## src/rtl/carry_chain_sub_serial.sv

```systemverilog
// ---------------------------------------------------------------------------
// carry_chain_sub_serial
//   Slice-serial subtractor: diff = a - b - bin over WIDTH bits. One SLICE-bit
//   borrow-chain slice is evaluated per clock, with the borrow registered
//   between slices, so a wide subtract fits one narrow chain per cycle.
//   An operation takes NSLICE = WIDTH/SLICE cycles from accept to result.
//
// Ports
//   clk        in   1      rising-edge clock
//   rst_n      in   1      asynchronous active-low reset
//   in_valid   in   1      operands a, b, bin valid
//   in_ready   out  1      operands accepted this cycle if in_valid (IDLE only)
//   a          in   WIDTH  minuend
//   b          in   WIDTH  subtrahend
//   bin        in   1      borrow-in
//   out_valid  out  1      diff/bout/overflow valid (DONE only, registered)
//   out_ready  in   1      consumer accepts the result
//   diff       out  WIDTH  a - b - bin, modulo 2^WIDTH
//   bout       out  1      final borrow: 1 iff a < b + bin (unsigned)
//   overflow   out  1      signed overflow of the two's-complement subtract
// ---------------------------------------------------------------------------
module carry_chain_sub_serial #(
  parameter int WIDTH = 16,
  parameter int SLICE = 4
) (
  input  logic             clk,
  input  logic             rst_n,
  input  logic             in_valid,
  output logic             in_ready,
  input  logic [WIDTH-1:0] a,
  input  logic [WIDTH-1:0] b,
  input  logic             bin,
  output logic             out_valid,
  input  logic             out_ready,
  output logic [WIDTH-1:0] diff,
  output logic             bout,
  output logic             overflow
);

  localparam int NSLICE = (SLICE > 0) ? WIDTH / SLICE : 1;
  localparam int IDXW   = (NSLICE > 1) ? $clog2(NSLICE) : 1;
  localparam logic [IDXW-1:0] LAST_IDX = IDXW'(NSLICE - 1);

  generate
    if (SLICE < 1) begin : g_bad_slice
      $error("SLICE must be at least 1");
    end else if ((WIDTH % SLICE) != 0) begin : g_bad_width
      $error("WIDTH must be a multiple of SLICE");
    end
  endgenerate

  typedef enum logic [1:0] {
    S_IDLE = 2'd0,
    S_RUN  = 2'd1,
    S_DONE = 2'd2
  } state_t;

  state_t            state_q,     state_d;
  logic [IDXW-1:0]   idx_q,       idx_d;
  logic              brw_q,       brw_d;
  logic [WIDTH-1:0]  a_q,         a_d;
  logic [WIDTH-1:0]  b_q,         b_d;
  logic [WIDTH-1:0]  diff_q,      diff_d;
  logic              bout_q,      bout_d;
  logic              ovf_q,       ovf_d;
  logic              out_valid_q, out_valid_d;

  // Current slice operands and the one-slice borrow-chain result.
  logic [SLICE-1:0]  sa, sb;
  logic [SLICE:0]    sub_res;

  always_comb begin
    sa = '0;
    sb = '0;
    for (int i = 0; i < NSLICE; i++) begin
      if (idx_q == IDXW'(i)) begin
        sa = a_q[i*SLICE +: SLICE];
        sb = b_q[i*SLICE +: SLICE];
      end
    end
    // Zero-extended subtract: the extra MSB is the slice's borrow-out.
    sub_res = {1'b0, sa} - {1'b0, sb} - {{SLICE{1'b0}}, brw_q};
  end

  always_comb begin
    state_d = state_q;
    idx_d   = idx_q;
    brw_d   = brw_q;
    a_d     = a_q;
    b_d     = b_q;
    diff_d  = diff_q;
    bout_d  = bout_q;
    ovf_d   = ovf_q;

    case (state_q)
      S_IDLE: begin
        if (in_valid) begin
          state_d = S_RUN;
          a_d     = a;
          b_d     = b;
          brw_d   = bin;
          idx_d   = '0;
          diff_d  = '0;
        end
      end
      S_RUN: begin
        for (int i = 0; i < NSLICE; i++) begin
          if (idx_q == IDXW'(i)) begin
            diff_d[i*SLICE +: SLICE] = sub_res[SLICE-1:0];
          end
        end
        brw_d = sub_res[SLICE];
        if (idx_q == LAST_IDX) begin
          state_d = S_DONE;
          idx_d   = '0;
          bout_d  = sub_res[SLICE];
          // Uses the completed difference (including the top slice written now).
          ovf_d   = (a_q[WIDTH-1] != b_q[WIDTH-1]) && (diff_d[WIDTH-1] != a_q[WIDTH-1]);
        end else begin
          idx_d = idx_q + IDXW'(1);
        end
      end
      S_DONE: begin
        if (out_ready) begin
          state_d = S_IDLE;
        end
      end
      default: begin
        state_d = S_IDLE;
      end
    endcase

    out_valid_d = (state_d == S_DONE);
  end

  // Control and result registers.
  always_ff @(posedge clk or negedge rst_n) begin
    if (!rst_n) begin
      state_q     <= S_IDLE;
      idx_q       <= '0;
      brw_q       <= 1'b0;
      diff_q      <= '0;
      bout_q      <= 1'b0;
      ovf_q       <= 1'b0;
      out_valid_q <= 1'b0;
    end else begin
      state_q     <= state_d;
      idx_q       <= idx_d;
      brw_q       <= brw_d;
      diff_q      <= diff_d;
      bout_q      <= bout_d;
      ovf_q       <= ovf_d;
      out_valid_q <= out_valid_d;
    end
  end

  // Operand registers are only meaningful after an accept, so they carry no reset.
  always_ff @(posedge clk) begin
    a_q <= a_d;
    b_q <= b_d;
  end

  assign in_ready  = (state_q == S_IDLE);
  assign out_valid = out_valid_q;
  assign diff      = diff_q;
  assign bout      = bout_q;
  assign overflow  = ovf_q;

endmodule

```

## config.mk

```make
export PLATFORM = sky130hd
export DESIGN_NAME = carry_chain_sub_serial
export DESIGN_NICKNAME = d
export VERILOG_FILES = /design/src/rtl/carry_chain_sub_serial.sv
export SDC_FILE = /design/constraint.sdc
export NUM_CORES = 1
export LEC_CHECK = 0
export ABC_AREA = 1
export BUFFER_PORTS_ARGS = -buffer_cell sky130_fd_sc_hd__buf_2
export CAP_MARGIN = 20
export CORE_ASPECT_RATIO = 0.8
export CORE_MARGIN = 2
export CORE_UTILIZATION = 53
export CTS_CLUSTER_DIAMETER = 100
export DETAILED_ROUTE_END_ITERATION = 16
export PLACE_DENSITY = 0.79
export SYNTH_ARGS = -nofsm -noshare
export SYNTH_HDL_FRONTEND = slang
export SYNTH_SLANG_ARGS = --single-unit
```

## constraint.sdc

```tcl
create_clock -name clk -period 3.55 [get_ports clk]
set_input_delay 1.065 -clock clk [delete_from_list [all_inputs] [get_ports clk]]
set_output_delay 1.065 -clock clk [all_outputs]
set_load 0.03 [all_outputs]
```

==> implementation parameters <==
Parameter                              Value

Synth
  Number of nets in the synthesized netlist    about 260
  Fraction of post-synthesis cell area in the top cell type by area    0.3827
  Share of the yosys chip area belonging to registers    0.6218
  Cells after synthesis    217
  Library cells used by synthesis    33
  Area leader, netlist    sky130_fd_sc_hd__edfxtp_1
  Main flop type after synthesis    sky130_fd_sc_hd__edfxtp_1
  Fraction of synthesis flops using an asynchronous set or reset pin    0.4286
  Number of enable-type register cells in the synthesized netlist    32
  Cells taking the most area after synthesis    sky130_fd_sc_hd__edfxtp_1, sky130_fd_sc_hd__dfrtp_1, sky130_fd_sc_hd__nand2_1
  Per-instance average area after synthesis    approximately 12 um^2
  Number of synthesized register bits    between 50 and 60
  Yosys warning count    0
  Area of the mapped netlist    about 2500 um^2

Clock network
  CTS sink count    56
  Post-cts resize count    0
  Later-pin clock latency in the skew report    roughly 300 ps
  TritonCTS clock tree    built
  Buffer type at the clock tree root    sky130_fd_sc_hd__clkbuf_8
  H-tree levels    2
  Post-CTS Hold Buffers    0
  Cts bufs inserted    5
  Clock Pin Slew Worst Setup and Hold Paths    90 ps
  Number of buffers on the longest clock path    2
  Post-CTS Setup Bufs    0

Run
  Max Cap Viol    0

Setup path
  Maximum fanout along the worst path    11
  Arrival time of data at the critical path endpoint    about 3300 ps
  Worst Reg2Reg Path Length in Cells    14
  Critical Setup Path Class    flop to flop
  Element type at the critical path end    flop
  Startpoint Class    flop
  Required time of the worst setup path    3790 ps

STA
  Least-Margin Pin Slew    around 530 ps
  Setup ws final    approximately 460 ps
  Sum Neg Setup Slack    0 ps
  Hold Fails Final Rpt    0
  Final period utilization    0.8694
  Final setup viols    0
  Post-layout minimum cycle time    roughly 3000 ps
  Max Freq    0.3240 GHz
  Fin. max-slew vios    0
  Setup repair after global routing missed its margin    no
  Clock tree skew after final layout    between 8 and 9 ps
  Remaining max-slew budget at the tightest pin    0.6435

Die
  Vert. Die Dim    ~66 um
  Die Wd    80.96 um
  Die area    approximately 5300 um^2
  I/O pin count    57
  Total core area    roughly 4600 um^2
  Initial Utilization    0.5496
  Cell row count    22

Final layout
  Antenna fix cells    0
  Non-filler instance count after layout    roughly 340
  Core utilization of the finished layout    0.6479
  Synth-to-Final Area Change    17.89%
  Fraction of final layout cells with drive strength greater than 1    0.3225
  Post-layout nets    ~320

Route
  Final routed DRC violation total    0
  Post-DRT Antenna Nets    0
  Number of violations reported at the end of detailed-routing iteration 0    96
  Via-to-Cell Ratio    slightly above 5
  Drt first pass iters    4
  Total wire length    4730 um
  WL per Instance    14.08 um
  Vias post-DR    between 1500 and 2000

Global route
  Overall routing resource usage    0.2015
  Total gr overflow    0
  Pin count of the biggest net entering global routing    37
  Number of global-route vias before repair    between 1500 and 2000
  Number of antenna violations at the first check in global routing    0
  First-pass GRT wire length    between 7000 and 8000 um

Placed design
  Worst slack at placement    approximately 530 ps
  Detailed placement HPWL    ~3500 um
  Port-buffer cells    56
  Cell total after placement    roughly 330
  Global placer's final weighted congestion    between 0.8 and 0.9

Pwr
  Power Internal    about 1.8 mW
  Fraction of power consumed by sequential logic    0.300
  Leak pwr    around 1.3 nW
  Power density of the placed cells    roughly 1100 nW/um^2
  Peak supply drop    about 0.5 mV
  Share of total power in the clock network    0.136
  Switching share of total power    0.4608
  Switching power    ~1.5 mW
  Logic pwr share    0.564

Worst hold path
  Worst hold stages    2
  Type of the tightest min-delay check    flop to flop

Run status
  Run status    complete, no violations
## critical path: stages, from the launching register on
cell,delay (ps)
sky130_fd_sc_hd__dfrtp_1,410
sky130_fd_sc_hd__inv_1,100
sky130_fd_sc_hd__ha_1,430
sky130_fd_sc_hd__nor2_4,120
sky130_fd_sc_hd__a22oi_1,170
sky130_fd_sc_hd__nand2_1,60
sky130_fd_sc_hd__o21ai_0,70
sky130_fd_sc_hd__a21oi_1,110
sky130_fd_sc_hd__fa_1,450
sky130_fd_sc_hd__fa_1,450
sky130_fd_sc_hd__nand2_1,80
sky130_fd_sc_hd__a21oi_1,70
sky130_fd_sc_hd__xnor2_1,150
sky130_fd_sc_hd__o21ai_0,210
sky130_fd_sc_hd__o21a_1,150
## worst paths after layout
path	endpoint	start	slack, ps
setup / recovery	brw_q	idx_q[1]	460
hold / removal	overflow	overflow	480
setup reg to reg	brw_q	idx_q[1]	460
hold reg to reg	overflow	overflow	480
max in group asynchronous	diff[3]	rst_n	2460
min in group asynchronous	overflow	rst_n	740
## placed cells by master, fill, tap and decap left out, types with 2 or more instances in the layout
cell and count:
sky130_fd_sc_hd__o211ai_1 2, sky130_fd_sc_hd__nand3_2 3, sky130_fd_sc_hd__nand2_2 3, sky130_fd_sc_hd__nand2_1 36, sky130_fd_sc_hd__a22oi_1 6, sky130_fd_sc_hd__o21ai_1 16, sky130_fd_sc_hd__dfrtp_1 24, sky130_fd_sc_hd__buf_2 56
sky130_fd_sc_hd__edfxtp_1 32, sky130_fd_sc_hd__fa_1 2, sky130_fd_sc_hd__o21a_1 2, sky130_fd_sc_hd__inv_2 7, sky130_fd_sc_hd__a21oi_1 6, sky130_fd_sc_hd__nor2_8 2, sky130_fd_sc_hd__nor2_1 7, sky130_fd_sc_hd__inv_1 14
sky130_fd_sc_hd__ha_1 8, sky130_fd_sc_hd__nand3_1 12, sky130_fd_sc_hd__clkbuf_8 5, sky130_fd_sc_hd__nor2_4 3, sky130_fd_sc_hd__or2_1 2, sky130_fd_sc_hd__o21ai_0 13, sky130_fd_sc_hd__nor2_2 3
## registers in the layout, summed over array words and instances (netlist names)
register	flops
a_q	16
b_q	16
bout	1
brw_q	1
diff	16
idx_q	2
out_valid	1
overflow	1
state_q	2
## cell type report
cell class	instances	area [um^2]
flip-flops and latches	56	1562
repair buffers	56	280.3
fillers	390	1609
multi-input cells	133	825.8
clock inverters	1	30.03
clock buffers	7	97.59
inverters	23	90.09
well taps	60	75.07
## power by group through the flow
stage / Sequential, mW / Clock [mW] / Combinational [mW]
finish: 0.988 / 0.449 / 1.86
global route: 1.01 / 0.485 / 2.10
CTS: 0.989 / 0.454 / 1.85
detailed placement: 1.00 / 0 / 1.83
global placement: 0.999 / 0 / 1.78
floorplan: 1.13 / 0 / 1.29
## routing by layer
layer	wire, um	GRT usage
met1	2183	0.2888
met2	2215	0.3140
met5	0	0
met3	305	0.04121
met4	25	0.05720
## through the flow
stage                     total power [mW]  hold WS (ps)  area, um^2
final                                3.296         483.8        2960
after global routing                 3.588         520.5        2960
after CTS                            3.296         487.8        2960
after detailed placement             2.837         466.0        2833
after global placement               2.777         462.9        2833
after floorplan                      2.419         504.5        2511
## cells by family after synthesis
group,after synthesis,share of synthesized area
simple gates,74,0.1599
flops,56,0.6218
compound gates,47,0.1061
buf+inv,28,0.04933
fa+ha+maj,10,0.05581
xor+xnor,2,0.006977
## synthesized netlist by cell type, types with 3 or more instances
cell type and count:
sky130_fd_sc_hd__nor2_4 3, sky130_fd_sc_hd__o21ai_1 16, sky130_fd_sc_hd__inv_2 7, sky130_fd_sc_hd__buf_2 3, sky130_fd_sc_hd__edfxtp_1 32, sky130_fd_sc_hd__dfrtp_1 24, sky130_fd_sc_hd__nor2_2 3, sky130_fd_sc_hd__nand3_2 3
sky130_fd_sc_hd__a22oi_1 6, sky130_fd_sc_hd__nand2_1 36, sky130_fd_sc_hd__inv_1 14, sky130_fd_sc_hd__nand3_1 12, sky130_fd_sc_hd__o21ai_0 13, sky130_fd_sc_hd__nand2_2 3, sky130_fd_sc_hd__ha_1 8, sky130_fd_sc_hd__nor2_1 7
sky130_fd_sc_hd__a21oi_1 6
No activity file was read; power rests on OpenSTA's default activity.
